--- config.mk ---
export PLATFORM = sky130hd
export DESIGN_NAME = sal_axi_traffic_gen
export DESIGN_NICKNAME = d
export VERILOG_FILES = /design/src/rtl/sal_axi_traffic_gen.sv
export SDC_FILE = /design/constraint.sdc
export NUM_CORES = 1
export LEC_CHECK = 0
export BUFFER_PORTS_ARGS = -buffer_cell sky130_fd_sc_hd__buf_2
export CORE_AREA = 8 8 174 176
export DETAILED_ROUTE_END_ITERATION = 8
export DIE_AREA = 0 0 182 184
export GPL_ROUTABILITY_DRIVEN = 0
export MAX_ROUTING_LAYER = met4
export PLACE_DENSITY = 0.56
export SLEW_MARGIN = 15
export SYNTH_ARGS = -nofsm -noshare
export SYNTH_HDL_FRONTEND = slang
export SYNTH_SLANG_ARGS = --single-unit
--- constraint.sdc ---
create_clock -name clk -period 5.7 [get_ports clk]
set_clock_uncertainty 0.05 [all_clocks]
set_input_delay 0.57 -clock clk [delete_from_list [all_inputs] [get_ports clk]]
set_output_delay 0.57 -clock clk [all_outputs]
set_load 0.03 [all_outputs]
--- src/rtl/sal_axi_traffic_gen.sv ---
// sal_axi_traffic_gen: AXI4 write/read-back traffic generator.
// Each transaction writes one 32-byte INCR burst (two 128-bit beats), then
// reads the same address back and checks every beat, counting errors.
// Optional build macro SAL_TGEN_LFSR_EN: write data comes from a 32-bit Galois
// LFSR instead of the address pattern (lane w of beat k = A + 16k + 4w).
module sal_axi_traffic_gen #(
  parameter int AXI_ID_WIDTH   = 4,
  parameter int AXI_ADDR_WIDTH = 32,
  parameter int AXI_DATA_WIDTH = 128
) (
  input  logic                        clk,
  input  logic                        rst_n,
  input  logic                        start,
  input  logic [15:0]                 num_txn,
  input  logic [AXI_ADDR_WIDTH-1:0]   base_addr,
  output logic                        busy,
  output logic                        done,
  output logic [15:0]                 err_cnt,
  output logic [AXI_ID_WIDTH-1:0]     awid,
  output logic [AXI_ADDR_WIDTH-1:0]   awaddr,
  output logic [7:0]                  awlen,
  output logic [2:0]                  awsize,
  output logic [1:0]                  awburst,
  output logic                        awvalid,
  input  logic                        awready,
  output logic [AXI_DATA_WIDTH-1:0]   wdata,
  output logic [AXI_DATA_WIDTH/8-1:0] wstrb,
  output logic                        wlast,
  output logic                        wvalid,
  input  logic                        wready,
  input  logic [AXI_ID_WIDTH-1:0]     bid,
  input  logic [1:0]                  bresp,
  input  logic                        bvalid,
  output logic                        bready,
  output logic [AXI_ID_WIDTH-1:0]     arid,
  output logic [AXI_ADDR_WIDTH-1:0]   araddr,
  output logic [7:0]                  arlen,
  output logic [2:0]                  arsize,
  output logic [1:0]                  arburst,
  output logic                        arvalid,
  input  logic                        arready,
  input  logic [AXI_ID_WIDTH-1:0]     rid,
  input  logic [AXI_DATA_WIDTH-1:0]   rdata,
  input  logic [1:0]                  rresp,
  input  logic                        rlast,
  input  logic                        rvalid,
  output logic                        rready
);

  localparam int LANES = AXI_DATA_WIDTH / 32;
  localparam logic [AXI_ADDR_WIDTH-1:0] ADDR_LO  = AXI_ADDR_WIDTH'(5'h1F);
  localparam logic [AXI_ADDR_WIDTH-1:0] TXN_SIZE = AXI_ADDR_WIDTH'(6'd32);

  typedef enum logic [2:0] {IDLE, WRITE, BRESP, RADDR, RDATA, NEXT} state_t;

  state_t                    state_q;
  logic [AXI_ADDR_WIDTH-1:0] addr_q, addr_d;
  logic [15:0]               cnt_q, cnt_d, err_q;
  logic                      busy_q, done_q;
  logic                      awvalid_q, wvalid_q, wbeat_q, bready_q;
  logic                      arvalid_q, rready_q, rbeat_q;
  logic [AXI_DATA_WIDTH-1:0] rexp;
  logic                      aw_fin, w_fin, b_err, r_err;

  function automatic logic [15:0] sat_inc(input logic [15:0] c);
    return (c == 16'hFFFF) ? c : c + 16'd1;
  endfunction

`ifdef SAL_TGEN_LFSR_EN
  localparam logic [31:0] LFSR_POLY = 32'h80200003;
  localparam logic [31:0] LFSR_SEED = 32'hACE10001;

  // lfsr_q tracks write progress; lfsr_txn_q is the state at transaction
  // start so the read check can replay the same sequence.
  logic [31:0] lfsr_q, lfsr_txn_q, rchk_q;

  function automatic logic [31:0] lfsr_step(input logic [31:0] s);
    return s[0] ? ((s >> 1) ^ LFSR_POLY) : (s >> 1);
  endfunction

  function automatic logic [31:0] lfsr_adv(input logic [31:0] s);
    logic [31:0] t;
    t = s;
    for (int w = 0; w < LANES; w++) t = lfsr_step(t);
    return t;
  endfunction

  function automatic logic [AXI_DATA_WIDTH-1:0] lfsr_beat(input logic [31:0] s);
    logic [AXI_DATA_WIDTH-1:0] d;
    logic [31:0]               t;
    d = '0;
    t = s;
    for (int w = 0; w < LANES; w++) begin
      d[32*w +: 32] = t;
      t = lfsr_step(t);
    end
    return d;
  endfunction

  assign wdata = lfsr_beat(lfsr_q);
  assign rexp  = lfsr_beat(rchk_q);
`else
  function automatic logic [AXI_DATA_WIDTH-1:0] addr_beat(
      input logic [AXI_ADDR_WIDTH-1:0] a, input logic beat);
    logic [AXI_DATA_WIDTH-1:0] d;
    logic [AXI_ADDR_WIDTH-1:0] la;
    d = '0;
    for (int w = 0; w < LANES; w++) begin
      la = a + AXI_ADDR_WIDTH'({beat, 4'b0000}) + AXI_ADDR_WIDTH'(4 * w);
      d[32*w +: 32] = 32'(la);
    end
    return d;
  endfunction

  assign wdata = addr_beat(addr_q, wbeat_q);
  assign rexp  = addr_beat(addr_q, rbeat_q);
`endif

  // AW is finished once awvalid has dropped or is handshaking now; same for
  // W on its last beat. The two channels retire independently.
  assign aw_fin = !awvalid_q || awready;
  assign w_fin  = !wvalid_q || (wready && wbeat_q);
  assign b_err  = (bresp != 2'b00) || (bid != '0);
  assign r_err  = (rdata != rexp) || (rresp != 2'b00) || (rid != '0) || (rlast != rbeat_q);
  assign cnt_d  = cnt_q - 16'd1;
  assign addr_d = addr_q + TXN_SIZE;

  // Main sequencer: all outputs are registered here.
  always_ff @(posedge clk or negedge rst_n) begin
    if (!rst_n) begin
      state_q   <= IDLE;
      addr_q    <= '0;
      cnt_q     <= '0;
      err_q     <= '0;
      busy_q    <= 1'b0;
      done_q    <= 1'b0;
      awvalid_q <= 1'b0;
      wvalid_q  <= 1'b0;
      wbeat_q   <= 1'b0;
      bready_q  <= 1'b0;
      arvalid_q <= 1'b0;
      rready_q  <= 1'b0;
      rbeat_q   <= 1'b0;
`ifdef SAL_TGEN_LFSR_EN
      lfsr_q     <= '0;
      lfsr_txn_q <= '0;
      rchk_q     <= '0;
`endif
    end else begin
      done_q <= 1'b0;
      case (state_q)
        IDLE: if (start) begin
          err_q <= '0;
          if (num_txn == 16'd0) begin
            done_q <= 1'b1;
          end else begin
            busy_q    <= 1'b1;
            cnt_q     <= num_txn;
            addr_q    <= base_addr & ~ADDR_LO;
            awvalid_q <= 1'b1;
            wvalid_q  <= 1'b1;
            wbeat_q   <= 1'b0;
            state_q   <= WRITE;
`ifdef SAL_TGEN_LFSR_EN
            lfsr_q     <= LFSR_SEED;
            lfsr_txn_q <= LFSR_SEED;
`endif
          end
        end
        WRITE: begin
          if (awvalid_q && awready) awvalid_q <= 1'b0;
          if (wvalid_q && wready) begin
            wbeat_q <= 1'b1;
            if (wbeat_q) wvalid_q <= 1'b0;
`ifdef SAL_TGEN_LFSR_EN
            lfsr_q <= lfsr_adv(lfsr_q);
`endif
          end
          if (aw_fin && w_fin) begin
            bready_q <= 1'b1;
            state_q  <= BRESP;
          end
        end
        BRESP: if (bvalid) begin
          if (b_err) err_q <= sat_inc(err_q);
          bready_q  <= 1'b0;
          arvalid_q <= 1'b1;
          state_q   <= RADDR;
        end
        RADDR: if (arready) begin
          arvalid_q <= 1'b0;
          rready_q  <= 1'b1;
          rbeat_q   <= 1'b0;
          state_q   <= RDATA;
`ifdef SAL_TGEN_LFSR_EN
          rchk_q <= lfsr_txn_q;
`endif
        end
        RDATA: if (rvalid) begin
          if (r_err) err_q <= sat_inc(err_q);
          rbeat_q <= ~rbeat_q;
`ifdef SAL_TGEN_LFSR_EN
          rchk_q <= lfsr_adv(rchk_q);
`endif
          if (rlast) begin
            rready_q <= 1'b0;
            state_q  <= NEXT;
          end
        end
        NEXT: begin
          cnt_q  <= cnt_d;
          addr_q <= addr_d;
          if (cnt_d == 16'd0) begin
            done_q  <= 1'b1;
            busy_q  <= 1'b0;
            state_q <= IDLE;
          end else begin
            awvalid_q <= 1'b1;
            wvalid_q  <= 1'b1;
            wbeat_q   <= 1'b0;
            state_q   <= WRITE;
`ifdef SAL_TGEN_LFSR_EN
            lfsr_txn_q <= lfsr_q;
`endif
          end
        end
        default: state_q <= IDLE;
      endcase
    end
  end

  assign busy    = busy_q;
  assign done    = done_q;
  assign err_cnt = err_q;
  assign awid    = '0;
  assign awaddr  = addr_q;
  assign awlen   = 8'd1;
  assign awsize  = 3'b100;
  assign awburst = 2'b01;
  assign awvalid = awvalid_q;
  assign wstrb   = '1;
  assign wlast   = wbeat_q;
  assign wvalid  = wvalid_q;
  assign bready  = bready_q;
  assign arid    = '0;
  assign araddr  = addr_q;
  assign arlen   = 8'd1;
  assign arsize  = 3'b100;
  assign arburst = 2'b01;
  assign arvalid = arvalid_q;
  assign rready  = rready_q;

endmodule

==> reports/metrics.yaml, run 1 <==
synthesis:
  synth_edf_count: 0
  synth_top_cell_area_share_pct: 22.83
  async_flop_share_pct: 100.0
  synth_area_leaders: "dfrtp_1 (23%), buf_4 (14%), clkbuf_1 (5.9%)"
  ys_types: 73
  syn_area_um2: 7781
  ys_seq_area_share_pct: 22.83
  synth_top_area_cell: "dfrtp_1"
  avgSynthCellArea_um2: 7.212
  yosys_warnings: 0
  synth_cells: 1079
  synth_seq_cells: 71
  synthFlopType: "dfrtp_1"
routing:
  drt-vias-per-instance: 5.136
  postRouteWirelength_mm: 33.43
  avgRoutedWirePerCell_um: 20.52
  drc_errors: 0
  antenna_left: 0
  drtIter0Drc: 492
  first_pass_iters: 5
  num_vias: 8366
worst_hold_path:
  worstHoldPathType: "in -> async"
final_layout:
  num-fill-cells: 3007
  final_cell_mix: "buf_2 (380), nor2_1 (81), conb_1 (77)"
  seq_area_um2: 1777
  multi_input_area_um2: 4567
  final_common_cell: "buf_2"
  synthToLayoutAreaGrowth_pct: 18.41
  nNetsFinal: 1475
  layout-drive-gt1-share_pct: 34.51
grt:
  grt_max_degree: 72
  grt-ovfl-total: 0
  grt_pass1_vias: 8030
  grt_usage_pct: 19.29
  antenna_found_initial: 5
  grt_pass1_wl_mm: 49.34
sta:
  report.final.setup_viol: 0
  post-route-period-util_pct: 74.14
  timing.fmax_mhz: 236.6
  tightest_slew_ns: 1.037
  maxSlewViolCount: 0
  finalCriticalPeriod_ns: 4.226
  finalSetupTns_ns: 0
  hold_viol_final: 0
  slew_headroom_pct: 30.85
  rsz0062_at_grt: "no"
  hold_slack_ns: 0.3264
flow_run:
  drv_cap: 0
floorplan:
  std_cell_rows: 61
  ios: 463
  die_w_um: 182
  dieArea_um2: 33490
  dieHeight_um: 184
  start_util_pct: 28.32
  core_um2: 27480
cts:
  postCtsSetupBuffers: 0
  clk_pin_slew_worst_paths_ns: 0.07
  clkLatencyLatePin_ns: 0.34
  clock_path_buffers: 2
  cts.htree.levels: 3
  cts_buffers: 9
  post_cts_resized: 0
  root_buffer: "clkbuf_16"
  numClockSinks: 71
  cts_tree: "yes"
  ctsHoldBuffers: 0
place:
  hpwl_mm: 26.40
  io_buffers: 381
setup_path:
  crit_type: "reg -> reg"
  path_cells: "nand2b_1 -> o221ai_1 -> or4_1 -> or4_1 -> or4_4 -> nor4_4 -> buf_4 -> and3_1 -> buf_4 -> o21ai_2"
  cp-start-kind: "flip-flop"
  worstPathRequired_ns: 5.87
  crit_slowest_cell: "dfrtp_1"
  critPathCaptureType: "flip-flop"
  cp.arrival_ns: 4.40
  critPathMaxStageDelay_ns: 0.75
  cp_max_fo: 17
pwr:
  ir_drop_mv: 0.3911
  cellPowerDensity_nw_per_um2: 553.0
  total_power_uw: 5095
  p_leak_uw: 0.004214
run_status:
  outcome: "complete, no violations"
## through the flow
step	setup WS (ns)	utilization, %	instances	instance area, µm²
after floorplan	2.267	-	1154	8063
after global placement	1.476	32.28	1607	8870
after detailed placement	1.476	32.28	1607	8870
after CTS	1.445	33.39	1623	9174
after global routing	1.259	33.52	1628	9211
final	1.474	33.53	1629	9214
## area by class of cell
class	instances	share of cell area, %
diodes	5	0.1358
clock buffers	9	2.444
clock inverters	7	0.8555
inverters	23	0.9370
multi-input cells	773	49.57
flip-flops and latches	71	19.28
well taps	346	4.699
repair buffers	395	22.08
## report_power, final
part / internal (µW) / switching, µW / leakage [µW] / total [µW]
clock network: 345 / 254 / 0.000144 / 599
logic: 931 / 2350 / 0.00320 / 3280
registers: 679 / 539 / 0.000865 / 1220
## worst max-delay path: cells and delay by family, from the launching register on
family | cells | cell delay, ns
and+or+nand+nor | 6 | 2.51
DFF | 1 | 0.75
AOI/OAI and AO/OA | 2 | 0.22
buffers and inverters | 2 | 0.55
## sequential cells by signal, summed over array words and instances (netlist names)
name / count
araddr: 27
arvalid: 1
awvalid: 1
bready: 1
busy: 1
cnt_q: 16
done: 1
err_cnt: 16
rbeat_q: 1
rready: 1
state_q: 3
wlast: 1
wvalid: 1
## cells by family (layout without fill, tap and decap cells)
| family | count (synthesis) | count (layout) | synth area share [%] |
|---|---|---|---|
| mux | 9 | 9 | 1.174 |
| flops | 71 | 71 | 22.83 |
| fa+ha+maj | 5 | 5 | 0.8040 |
| xor+xnor | 42 | 42 | 4.727 |
| simple gates | 365 | 365 | 25.02 |
| compound gates | 275 | 275 | 22.96 |
| buf+inv | 310 | 434 | 22.38 |
| other cells | 2 | 82 | 0.09651 |
## metal layers
| layer | global-route usage [%] | share of wire, % | wire length, µm |
|---|---|---|---|
| met5 | - | 0 | 0 |
| met4 | 4.362 | 1.5 | 498 |
| met3 | 4.229 | 7.3 | 2440 |
| met2 | 34.06 | 51 | 16920 |
| met1 | 22.07 | 41 | 13570 |
## cells in the mapped netlist, types with 12 or more instances
cell / count
buf_4: 144
clkbuf_1: 122
nor2_1: 82
a21oi_1: 77
dfrtp_1: 71
nand2_1: 65
o21ai_0: 64
nand3_1: 43
nand4_1: 25
nor3_1: 25
inv_1: 22
xor2_1: 22
xnor2_1: 20
nor4_1: 18
buf_2: 17
or4_1: 17
a41oi_1: 16
or3_1: 16
o21a_1: 15
and3_1: 14
o22ai_1: 12
## path summary, 6_finish.rpt
kind	startpoint	endpoint	slack (ns)	cells after the start
max in group asynchronous	rst_n	araddr[31]	4.57	1
worst max register to register	araddr[31]	err_cnt[8]	1.47	10
min in group clk	base_addr[6]	araddr[6]	0.43	3
worst max-delay path	araddr[31]	err_cnt[8]	1.47	10
worst min-delay path	rst_n	err_cnt[2]	0.33	1
worst min register to register	bready	bready	0.45	2
(Power assumes the default switching activity.)
==> inputs of run 2 (changes only) <==
--- a/config.mk
+++ b/config.mk
@@ -6,12 +6,12 @@
 export NUM_CORES = 1
 export LEC_CHECK = 0
 export BUFFER_PORTS_ARGS = -buffer_cell sky130_fd_sc_hd__buf_2
-export CORE_AREA = 8 8 174 176
+export CORE_AREA = 8 8 176 178
 export DETAILED_ROUTE_END_ITERATION = 8
-export DIE_AREA = 0 0 182 184
+export DIE_AREA = 0 0 184 186
 export GPL_ROUTABILITY_DRIVEN = 0
 export MAX_ROUTING_LAYER = met4
-export PLACE_DENSITY = 0.56
+export PLACE_DENSITY = 0.55
 export SLEW_MARGIN = 15
 export SYNTH_ARGS = -nofsm -noshare
 export SYNTH_HDL_FRONTEND = slang
==> constraint.sdc (replaced) <==
create_clock -name clk -period 3.9 [get_ports clk]
set_clock_uncertainty 0.05 [all_clocks]
set_input_delay 0.39 -clock clk [delete_from_list [all_inputs] [get_ports clk]]
set_output_delay 0.39 -clock clk [all_outputs]
set_load 0.03 [all_outputs]
==> reports/metrics.yaml, run 2 (synthesis results as in run 1) <==
run_status:
  outcome: "complete, no violations"
final_layout:
  num-fill-cells: 3073  # +2.2%
  largest_reg_flops: 27  # unchanged
  seq_area_um2: 1777  # unchanged
  final_common_cell: "buf_2"
  nNetsFinal: 1505  # +2.0%
  layout-drive-gt1-share_pct: 35.93  # +1.4 points
  fin_area_um2: 9477  # +2.9%
  synthToLayoutAreaGrowth_pct: 21.79
  multi_input_area_um2: 4567  # unchanged
  final_cell_mix: "buf_2 (380), nor2_1 (81), conb_1 (77)"
setup_path:
  cp-start-kind: "flip-flop"
  worstPathRequired_ns: 4.03  # -1.84 ns
  rr_endpoint: "err_cnt[2]"
  cp-endpoint: "err_cnt[2]"
  reg2reg_depth: 9  # -1
  cp.arrival_ns: 3.55  # -0.85 ns
  cp_max_fo: 16  # -1
  critPathCaptureType: "flip-flop"
  timing.rr.start: "araddr[31]"
  rrSetupSlack_ns: 0.48  # -1.00 ns
  crit_type: "reg -> reg"
  crit_start: "araddr[31]"
grt:
  grt-ovfl-total: 0  # unchanged
  grt_pass1_vias: 8282  # +3.1%
  antenna_found_initial: 9  # +4
  grt_max_degree: 72  # unchanged
  grt_pass1_wl_mm: 50.04  # +1.4%
  grt_usage_pct: 19.40  # +0.11 points
floorplan:
  die_w_um: 184  # +1.1%
  ios: 463  # unchanged
  std_cell_rows: 62  # +1.6%
  dieArea_um2: 34220  # +2.2%
  core_um2: 28240  # +2.8%
  start_util_pct: 27.56  # -0.76 points
  dieHeight_um: 186  # +1.1%
sta:
  maxSlewViolCount: 0  # unchanged
  hold_viol_final: 0  # unchanged
  timing.fmax_mhz: 292.2  # +23%
  slew_headroom_pct: 30.25  # -0.60 points
  report.final.setup_viol: 0  # unchanged
  finalSetupTns_ns: 0  # unchanged
  tightest_slew_ns: 1.046  # +0.009010 ns
  post-route-period-util_pct: 87.76  # +14 points
  rsz0062_at_grt: "no"
  finalCriticalPeriod_ns: 3.423  # -0.8033 ns
cts:
  clk_pin_slew_worst_paths_ns: 0.06  # about the same
  cts_buffers: 9  # unchanged
  cts_tree: "yes"
  clock_path_buffers: 2  # unchanged
  post_cts_resized: 0  # unchanged
  root_buffer: "clkbuf_16"
  cts.htree.levels: 3  # unchanged
  numClockSinks: 71  # unchanged
  ctsHoldBuffers: 0  # unchanged
  clkLatencyLatePin_ns: 0.34  # about the same
  postCtsSetupBuffers: 0  # unchanged
routing:
  drc_errors: 0  # unchanged
  num_vias: 8418  # +0.62%
  drt-vias-per-instance: 4.955  # -3.5%
  first_pass_iters: 5  # unchanged
  postRouteWirelength_mm: 34.54  # +3.3%
  drtIter0Drc: 516  # +4.9%
  avgRoutedWirePerCell_um: 20.33  # -0.93%
  antenna_left: 0  # unchanged
place:
  io_buffers: 381  # unchanged
  place_area_um2: 9163  # +3.3%
  hpwl_mm: 27.70  # +4.9%
worst_hold_path:
  worstHoldPathType: "in -> async"
pwr:
  p_leak_uw: 0.004350  # +3.2%
  total_power_uw: 7658  # +50%
  cellPowerDensity_nw_per_um2: 808.0  # +46%
  ir_drop_mv: 0.5814  # +49%
flow_run:
  drv_cap: 0  # unchanged
-- run 2: metrics by stage --
stage | std cells | worst slack [ns] | utilization [%] | hold WS, ns
floorplan | 1154 | 0.4675 | - | 0.04441
global placement | 1676 | 0.4978 | 32.45 | 0.4188
detailed placement | 1676 | 0.4984 | 32.45 | 0.4425
CTS | 1692 | 0.4858 | 33.50 | 0.2160
global route | 1699 | 0.3956 | 33.56 | 0.2085
finish | 1699 | 0.4773 | 33.56 | 0.1335
-- run 2: how the worst min path moves through the flow --
| stage | end | cells after the start |
|---|---|---|
| 2_1_floorplan | araddr[10] | 0 |
| 3_3_place_gp | bready | 2 |
| 3_5_place_dp | bready | 2 |
| 4_1_cts | err_cnt[3] | 1 |
| 5_1_grt | err_cnt[4] | 1 |
| 6_report | err_cnt[4] | 1 |
-- run 2: cell type report --
| type | instances | share of cell area [%] |
|---|---|---|
| multi-input cells | 773 | 48.19 |
| repair buffers | 425 | 23.77 |
| flip-flops and latches | 71 | 18.75 |
| well taps | 384 | 5.070 |
| clock buffers | 10 | 2.416 |
| inverters | 23 | 0.9110 |
| clock inverters | 6 | 0.7130 |
| diodes | 7 | 0.1848 |
-- run 2: power by group --
part / total (µW) / switching, µW / internal [µW]
combinational: 5350 / 3850 / 1500
sequential: 1450 / 452 / 1000
clock: 856 / 356 / 500
-- run 2: critical path, stage by stage (launching register included) --
cell and delay (ns):
dfrtp_1 0.56, nand2b_1 0.16, o221ai_1 0.13, or4_1 0.54
or4_1 0.54, or4_4 0.54, nor4_4 0.23, and3_1 0.25
buf_12 0.17, o41ai_1 0.09
-- run 2: layer usage --
layer	wire length [µm]	up-vias	track usage, %	part of all wire (%)
li1	-	4052	-	-
met1	14110	3992	22.86	41
met2	17100	344	32.88	49
met3	2763	30	4.509	8.0
met4	575	0	5.131	1.7
met5	0	-	-	0
